`src/rtl/seq_det_pkg.sv`:
```
`default_nettype none
// ----------------------------------------------------------------------------
// Module   : seq_det_pkg
// Brief    : Shared constants and elaboration-time transition helpers for the
//            parametrised serial sequence detector.
// Revision : 1.0 - initial release
// ----------------------------------------------------------------------------
package seq_det_pkg;

  localparam int   MAX_LEN    = 16;
  localparam logic MODE_MEALY = 1'b1;
  localparam logic MODE_MOORE = 1'b0;

  function automatic int state_w(input int len);
    return $clog2(len + 1);
  endfunction

  function automatic logic bit_at(input logic [MAX_LEN:0] v, input int idx);
    logic [MAX_LEN:0] t;
    t = v >> idx;
    return t[0];
  endfunction

  // Bit i of the pattern counted from the MSB, i.e. the i-th bit on the line.
  function automatic logic pat_bit(input logic [MAX_LEN-1:0] pattern, input int len,
                                   input int i);
    return bit_at({1'b0, pattern}, len - 1 - i);
  endfunction

  // Longest proper prefix of the full pattern that is also a suffix of it.
  function automatic int border(input logic [MAX_LEN-1:0] pattern, input int len);
    int   res;
    logic ok;
    res = 0;
    for (int k = MAX_LEN - 1; k >= 1; k--) begin
      if (res == 0 && k < len) begin
        ok = 1'b1;
        for (int j = 0; j < MAX_LEN; j++) begin
          if (j < k && pat_bit(pattern, len, len - k + j) != pat_bit(pattern, len, j))
            ok = 1'b0;
        end
        if (ok) res = k;
      end
    end
    return res;
  endfunction

  // Rebuilds the received history (matched prefix plus new bit) and searches
  // for the longest suffix that is a pattern prefix.
  function automatic int seq_next(input logic [MAX_LEN-1:0] pattern, input int len,
                                  input int state, input logic bit_in,
                                  input logic overlap);
    logic [MAX_LEN:0] hist;
    int               base;
    int               n;
    int               res;
    logic             ok;
    base = state;
    if (state >= len) base = overlap ? border(pattern, len) : 0;
    hist = '0;
    for (int j = 0; j < MAX_LEN; j++) begin
      if (j < base) hist = hist | ((MAX_LEN + 1)'(pat_bit(pattern, len, j)) << j);
    end
    hist = hist | ((MAX_LEN + 1)'(bit_in) << base);
    n    = base + 1;
    res  = 0;
    for (int k = MAX_LEN; k >= 1; k--) begin
      if (res == 0 && k <= n) begin
        ok = 1'b1;
        for (int j = 0; j < MAX_LEN; j++) begin
          if (j < k && bit_at(hist, n - k + j) != pat_bit(pattern, len, j)) ok = 1'b0;
        end
        if (ok) res = k;
      end
    end
    return res;
  endfunction

endpackage
`default_nettype wire

```
`src/rtl/seq_detector_param_counter.sv`:
```
`default_nettype none
// ----------------------------------------------------------------------------
// Module   : seq_match_counter
// Brief    : Saturating match counter; clear wins over a same-cycle increment.
// Revision : 1.0 - initial release
// ----------------------------------------------------------------------------
module seq_match_counter
  import seq_det_pkg::*;
#(
  parameter int CNT_W = 8
) (
  input  logic             clk,
  input  logic             rst,
  input  logic             inc,
  input  logic             clr,
  output logic [CNT_W-1:0] count
);

  logic [CNT_W-1:0] r_count;

  always_ff @(posedge clk or negedge rst) begin
    if (!rst) begin
      r_count <= '0;
    end else if (clr) begin
      r_count <= '0;
    end else if (inc && (r_count != {CNT_W{1'b1}})) begin
      r_count <= r_count + 1'b1;
    end
  end

  assign count = r_count;

endmodule
`default_nettype wire

```
`src/rtl/seq_detector_param.sv`:
```
`default_nettype none
// ----------------------------------------------------------------------------
// Module   : seq_detector_param
// Brief    : Parametrised serial pattern detector with overlap/Mealy options,
//            input qualifier and saturating match counter.
// Revision : 1.0 - initial release
// ----------------------------------------------------------------------------
module seq_detector_param
  import seq_det_pkg::*;
#(
  parameter int                 PAT_LEN = 4,
  parameter logic [PAT_LEN-1:0] PATTERN = 4'b1011,
  parameter bit                 OVERLAP = 1'b1,
  parameter bit                 MEALY   = 1'b1,
  parameter int                 CNT_W   = 8,
  localparam int                SW      = state_w(PAT_LEN)
) (
  input  logic             clk,
  input  logic             rst,
  input  logic             en,
  input  logic             x,
  input  logic             clr_cnt,
  output logic             y,
  output logic [CNT_W-1:0] match_count,
  output logic [SW-1:0]    ps,
  output logic [SW-1:0]    ns
);

  logic [SW-1:0] r_ps;
  logic [SW-1:0] w_ns;
  logic          w_match;
  logic [SW-1:0] w_or [PAT_LEN+2];

  // One-hot select over the elaboration-time table; unreachable codes give 0.
  assign w_or[0] = '0;
  for (genvar s = 0; s <= PAT_LEN; s++) begin : g_tbl
    localparam int c_nxt0 = seq_next(MAX_LEN'(PATTERN), PAT_LEN, s, 1'b0, OVERLAP);
    localparam int c_nxt1 = seq_next(MAX_LEN'(PATTERN), PAT_LEN, s, 1'b1, OVERLAP);
    assign w_or[s+1] = w_or[s] |
                       ((r_ps == SW'(s)) ? (x ? SW'(c_nxt1) : SW'(c_nxt0)) : '0);
  end

  always_ff @(posedge clk or negedge rst) begin
    if (!rst) begin
      r_ps <= '0;
    end else begin
      r_ps <= w_ns;
    end
  end

  always_comb begin
    w_ns    = r_ps;
    w_match = 1'b0;
    if (en) begin
      w_ns    = w_or[PAT_LEN+1];
      w_match = (w_ns == SW'(PAT_LEN));
    end
  end

  if (MEALY == MODE_MEALY) begin : g_mealy
    assign y = w_match;
  end else begin : g_moore
    assign y = (r_ps == SW'(PAT_LEN));
  end

  seq_match_counter #(
    .CNT_W (CNT_W)
  ) u_cnt (
    .clk   (clk),
    .rst   (rst),
    .inc   (w_match),
    .clr   (clr_cnt),
    .count (match_count)
  );

  assign ps = r_ps;
  assign ns = w_ns;

endmodule
`default_nettype wire

```
`config.mk`:
```
export PLATFORM = sky130hd
export DESIGN_NAME = seq_detector_param
export DESIGN_NICKNAME = d
export VERILOG_FILES = /design/src/rtl/seq_det_pkg.sv /design/src/rtl/seq_detector_param_counter.sv /design/src/rtl/seq_detector_param.sv
export SDC_FILE = /design/constraint.sdc
export NUM_CORES = 1
export LEC_CHECK = 0
export ABC_AREA = 1
export CAP_MARGIN = 5
export CORE_UTILIZATION = 35
export CTS_BUF_LIST = sky130_fd_sc_hd__clkbuf_4
export CTS_CLUSTER_DIAMETER = 150
export DETAILED_ROUTE_END_ITERATION = 10
export HOLD_SLACK_MARGIN = 0.15
export PLACE_DENSITY = 0.64
export SLEW_MARGIN = 20
export SYNTH_ARGS = -nofsm -noshare
export SYNTH_HDL_FRONTEND = slang
export SYNTH_SLANG_ARGS = --single-unit
```
`constraint.sdc`:
```
create_clock -name clk -period 3.3 [get_ports clk]
set_clock_uncertainty 0.05 [all_clocks]
set_input_delay 0.66 -clock clk [delete_from_list [all_inputs] [get_ports clk]]
set_output_delay 0.66 -clock clk [all_outputs]
set_load 0.03 [all_outputs]
```
==> impl_metrics.csv, run 1 <==
group,metric,value,unit
power,finalPower,0.317,mW
sta,hold_viol,0,
power,power_frac_comb,21.5,%
power,power_switching,0.0957,mW
clock_network,ctsRootBufferMaster,"clkbuf_4",
route,antenna_left,0,
global_route,grt_pass1_wl,2570,um
sta,finalMaxSlewViolations,0,
status,status,"complete, no violations",
power,power.density,350,mW/mm2
clock_network,htreeDepth,1,
floorplanning,ioPinCount,20,
floorplanning,coreArea,0.00175,mm2
floorplanning,die_height,45.2,um
global_route,antenna_found_initial,0,
floorplanning,rows,15,
placed_design,place_congestion,0.773,
layout,drive_gt1_share,11.6,%
sta,fmax,0.334,GHz
clock_network,cts_sinks,11,
global_route,grt_overflow_total,0,
yosys,synth_cells,89,
power,seq_power_share,46.2,%
worst_hold_path,hp-class,"reg -> reg",
route,vias_per_cell,4.80,
layout,layout_commonest_cell,"nand2_1",
route,drcViolationCount,0,
route,num_vias,657,
yosys,syn_area_per_cell,7.34,um2
critical_path,critPathRequiredTime,2.59,ns
run,maxCapViolCount,0,
critical_path,end_kind,"primary output",
sta,slew_headroom,65.0,%
critical_path,setup.worst_path.start_class,"input port",
sta,rsz0062_at_grt,"false",
global_route,groute.usage.overall,17.8,%
clock_network,clk_path_buf_depth,2,
clock_network,cts_buffers,3,
power,swShare,30.2,%
power,internal_power,0.221,mW
clock_network,cts_resized,0,
critical_path,path_class,"in -> out",
floorplanning,die_width,45.2,um
sta,setup-violations-final,0,
yosys,ys_seq_elements,11,
power,irDropWorstVdd,0.221,mV
clock_network,cts_tree,"done",
global_route,grt_pass1_vias,575,
layout,insertedDiodeCount,0,
clock_network,postCtsHoldBufs,0,
layout,fillers,181,
clock_network,clock_latency,0.27,ns
sta,min_period,3.00,ns
sta,worst_pin_slew,0.523,ns
yosys,synth_area,653,um2
critical_path,crit_arrival,2.29,ns
sta,tns,0,ns
clock_network,path_clk_slew,0.07,ns
floorplanning,start_util,37.4,%
global_route,grt_max_degree,12,
yosys,syn-num-nets,95,
clock_network,postCtsSetupBuffers,0,
power,p_clk_share,32.3,%
placed_design,place.port_buffers,19,
layout,final_core_util,51.8,%
yosys,ys_warn_count,0,
route,totalWireLength,1480,um
sta,timing.hold.ws,0.500,ns
placed_design,post-dp-hpwl,1120,um
floorplanning,die_area,0.00204,mm2
yosys,synth_cell_types,19,
power,leakagePower,0.412,nW
route,first_pass_iters,5,
route,drtIter0Drc,5,
layout,area.growth.synth_to_final,38.5,%
critical_path,worstPathMaxFanout,5,
route,avgRoutedWirePerCell,10.8,um
sta,timing.final.crit_share,90.8,%
layout,nets,119,
yosys,ys_seq_area_share,42.1,%
layout,final_cell_mix,"nand2_1, clkdlybuf4s50_1, nor2_1, dfrtp_1, nand3_1",
[path summary, 6_finish.rpt]
check | from | to | slack [ns] | cells past startpoint
max | en | ns[0] | 0.30 | 5
min | u_cnt.count[1]$_DFFE_PN0P_ | u_cnt.count[1]$_DFFE_PN0P_ | 0.50 | 2
max reg2reg | u_cnt.count[1]$_DFFE_PN0P_ | u_cnt.count[7]$_DFFE_PN0P_ | 1.98 | 9
min in group asynchronous | rst | ps[1]$_DFF_PN0_ | 0.68 | 1
min reg2reg | u_cnt.count[1]$_DFFE_PN0P_ | u_cnt.count[1]$_DFFE_PN0P_ | 0.50 | 2
max in group asynchronous | rst | u_cnt.count[7]$_DFFE_PN0P_ | 2.17 | 1
[registers in the layout (all words and copies together), names as in the netlist]
| name | flops |
|---|---|
| u_cnt.count | 8 |
| ps | 3 |
[cell type report]
cell class                      instances  area, um2  area share [%]
Clock buffer                            4       30.0            3.32
Inverter                               10       40.0            4.43
Multi-Input combinational cell         68        338            37.3
Sequential cell                        11        275            30.4
Tap cell                               25       31.3            3.46
Timing Repair Buffer                   19        190            21.0
[synthesized netlist by cell type (all sizes together)]
cell type / n / area, um2
inv: 10 / 40.0
o31ai: 1 / 7.51
nand4: 2 / 12.5
xor2: 3 / 26.3
o21ai: 2 / 10.0
o22ai: 1 / 6.26
ha: 1 / 12.5
a21oi: 1 / 5.00
nand3: 9 / 50.1
dfrtp: 11 / 275
o21bai: 2 / 15.0
nor2: 12 / 52.6
nand2: 34 / 140
[per-layer routing]
| layer | vias to the layer above | wire length, um | global-route usage (%) |
|---|---|---|---|
| li1 | 331 | - | - |
| met1 | 296 | 652 | 22.7 |
| met2 | 25 | 700 | 27.5 |
| met3 | 5 | 102 | 7.20 |
| met4 | 0 | 23 | 5.45 |
| met5 | - | 0 | 0 |
[critical path: stages]
cell,delay [ns]
clkdlybuf4s50_1,0.57
nand2_2,0.12
a21oi_1,0.12
o21bai_1,0.13
clkdlybuf4s50_1,0.69
[through the flow]
step | worst slack (ns) | area, um2 | cells
6_report | 0.304 | 905 | 137
5_1_grt | 0.212 | 905 | 137
4_1_cts | 0.306 | 905 | 137
3_5_place_dp | 0.315 | 875 | 133
3_3_place_gp | 0.339 | 875 | 133
2_1_floorplan | 1.33 | 653 | 89
[cells by family (layout without fill, tap and decap cells)]
family | after synthesis | after routing | share of synthesized area, %
compound gates | 7 | 7 | 6.70
fa+ha+maj | 1 | 1 | 1.92
xor+xnor | 3 | 3 | 4.02
simple gates | 57 | 57 | 39.1
buf+inv | 10 | 33 | 6.13
flops | 11 | 11 | 42.1
[power by group through the flow]
stage                     registers, mW  logic (mW)  clock network (mW)
after CTS                         0.146      0.0687               0.108
after detailed placement          0.149      0.0685                   0
after floorplan                   0.157      0.0286                   0
after global routing              0.147      0.0743               0.116
final                             0.146      0.0680               0.102
after global placement            0.149      0.0678                   0
No activity file was read; power rests on OpenSTA's default activity.
==> run 2, diff against run 1 <==
--- a/config.mk
+++ b/config.mk
@@ -17,3 +17,4 @@
 export SYNTH_ARGS = -nofsm -noshare
 export SYNTH_HDL_FRONTEND = slang
 export SYNTH_SLANG_ARGS = --single-unit
+export TNS_END_PERCENT = 1
==> results of run 2 <==
Same layout as run 1: the final DEF is identical, and so are final timing and power.
==> run 3, diff against run 2 <==
--- a/config.mk
+++ b/config.mk
@@ -5,7 +5,7 @@
 export SDC_FILE = /design/constraint.sdc
 export NUM_CORES = 1
 export LEC_CHECK = 0
-export ABC_AREA = 1
+export ABC_AREA = 0
 export CAP_MARGIN = 5
 export CORE_UTILIZATION = 35
 export CTS_BUF_LIST = sky130_fd_sc_hd__clkbuf_4
==> constraint.sdc (replaced) <==
create_clock -name clk -period 3.7 [get_ports clk]
set_clock_uncertainty 0.05 [all_clocks]
set_input_delay 0.74 -clock clk [delete_from_list [all_inputs] [get_ports clk]]
set_output_delay 0.74 -clock clk [all_outputs]
set_load 0.03 [all_outputs]
==> run 3 against run 2 <==
Register-to-register slack better by 0.03 ns. Synthesized area is 3.1% lower. Synthesized cell count is 26% lower. Critical endpoint unchanged.
==> impl_metrics.csv, run 3 <==
group,metric,value,unit
critical_path,r2r_setup_slack,2.01,ns
sta,finalMaxSlewViolations,0,
layout,multi_input_area,347,um2
critical_path,end_kind,"primary output",
layout,finalInstanceArea,881,um2
critical_path,crit_arrival,2.63,ns
clock_network,cts_resized,0,
yosys,syn-num-nets,72,
power,irDropWorstVdd,0.197,mV
route,antenna_left,0,
global_route,grt_pass1_wl,2420,um
yosys,ys_async_sr_fraction,100,%
clock_network,cts_tree,"done",
yosys,syn_area_per_cell,9.59,um2
sta,min_period,3.42,ns
critical_path,reg2reg_to,"u_cnt.count[6]$_DFFE_PN0P_",
global_route,groute.usage.overall,16.8,%
placed_design,place_ws,0.295,ns
route,wl_met3,61,um
floorplanning,coreArea,0.00171,mm2
route,top_layer_used,"met4",
placed_design,place_congestion,0.783,
route,avgRoutedWirePerCell,12.5,um
global_route,grt_max_degree,12,
floorplanning,die_width,44.5,um
route,wl_met1,681,um
route,vias_per_cell,5.31,
route,wl_met2,661,um
placed_design,post-dp-hpwl,1060,um
critical_path,setup.worst_path.start_class,"input port",
yosys,synth_common_cells,"dfrtp_1, nand2_1, a21oi_1",
placed_design,place.port_buffers,19,
floorplanning,die_height,44.5,um
floorplanning,die_area,0.00198,mm2
floorplanning,ioPinCount,20,
sta,slew_headroom,66.5,%
floorplanning,rows,15,
layout,area.growth.synth_to_final,39.1,%
yosys,synth_flop_cell,"dfrtp_1",
sta,worst_pin_slew,0.500,ns
global_route,grt_pass1_vias,548,
worst_hold_path,min-delay-start,"u_cnt.count[3]$_DFFE_PN0P_",
yosys,synth_cells,66,
critical_path,worstPathMaxFanout,5,
layout,drive_gt1_share,9.09,%
yosys,ys_seq_elements,11,
clock_network,cts_sinks,11,
sta,timing.hold.ws,0.533,ns
placed_design,place_inst,109,
clock_network,cts_buffers,3,
yosys,synth_area,633,um2
sta,tns,0,ns
sta,fin_ws,0.283,ns
yosys,ys_seq_area_share,43.5,%
clock_network,path_clk_slew,0.07,ns
global_route,antenna_found_initial,0,
sta,timing.final.crit_share,92.3,%
global_route,grt_overflow_total,0,
sta,setup-violations-final,0,
layout,final_cell_mix,"clkdlybuf4s50_1, dfrtp_1, nand2_1",
yosys,yosysTopAreaCell,"dfrtp_1",
sta,hold_viol,0,
floorplanning,start_util,37.1,%
placed_design,dpl_cell_area,851,um2
clock_network,postCtsSetupBuffers,0,
yosys,synth_edf_count,0,
critical_path,critPathRequiredTime,2.91,ns
worst_hold_path,hp-class,"reg -> reg",
layout,layout_commonest_cell,"clkdlybuf4s50_1",
worst_hold_path,holdPathStages,1,
sta,rsz0062_at_grt,"false",
power,leakagePower,0.361,nW
power,power.density,366,mW/mm2
critical_path,path_class,"in -> out",
critical_path,r2r_start,"u_cnt.count[1]$_DFFE_PN0P_",
yosys,synth.most_common_cell,"dfrtp_1",
yosys,ys_warn_count,0,
clock_network,clock_latency,0.27,ns
yosys,yosys-top-cells-area,"dfrtp_1, mux2_2, mux2i_1",
route,drcViolationCount,0,
clock_network,ctsRootBufferMaster,"clkbuf_4",
route,drtIter0Drc,13,
layout,insertedDiodeCount,0,
clock_network,clk_path_buf_depth,2,
layout,regArea,275,um2
layout,final_core_util,51.6,%
layout,finalNonFillerCells,113,
critical_path,reg2regPathDepth,5,
layout,nets,95,
route,first_pass_iters,4,
route,totalWireLength,1420,um
clock_network,postCtsHoldBufs,0,
layout,fillers,167,
layout,largest_reg_flops,8,
worst_hold_path,min_to,"u_cnt.count[3]$_DFFE_PN0P_",
clock_network,htreeDepth,1,
yosys,synth_cell_types,26,
run,maxCapViolCount,0,
sta,fmax,0.293,GHz
route,num_vias,600,
power,finalPower,0.322,mW
yosys,yosysTopAreaCellShare,43.5,%
status,status,"complete, no violations",
==> run 3: cell type report <==
cell class	count	share of cell area (%)
well taps	25	3.55
multi-input cells	52	39.3
flip-flops and latches	11	31.2
inverters	2	0.852
clock buffers	4	3.41
repair buffers	19	21.6
==> run 3: report_power, final <==
part / switching [mW] / leakage [nW] / internal [mW]
clock: 0.0396 / 0.0184 / 0.0491
combinational: 0.0530 / 0.193 / 0.0416
sequential: 0.0117 / 0.150 / 0.127
==> run 3: critical path, stage by stage <==
cell and delay, ns:
clkdlybuf4s50_1 0.52, inv_1 0.11, mux2_2 0.26, o21ai_0 0.14, a22o_1 0.18, clkdlybuf4s50_1 0.68
==> run 3: cells by family (layout without fill, tap and decap cells) <==
logic type	Yosys count	count (layout)	synth area share, %
buffers and inverters	3	25	1.78
adder cells (fa/ha/maj)	1	1	1.98
flip-flops	11	11	43.5
AO/OA/AOI/OAI	16	16	16.8
multiplexers	6	6	10.1
AND/OR/NAND/NOR	29	29	25.9
==> run 3: routing by layer <==
layer,track usage [%],vias to the layer above
met5,0,-
met4,5.45,0
met3,6.12,2
met2,26.2,14
met1,21.5,289
li1,-,295
==> run 3: how the worst max path moves through the flow <==
stage	start	endpoint	slack (ns)	depth (start not counted)
2_1_floorplan	en	ns[1]	1.28	2
3_3_place_gp	en	ns[0]	0.36	6
3_5_place_dp	en	ns[0]	0.29	6
4_1_cts	en	ns[0]	0.29	6
5_1_grt	en	ns[0]	0.18	6
6_report	en	ns[0]	0.28	6
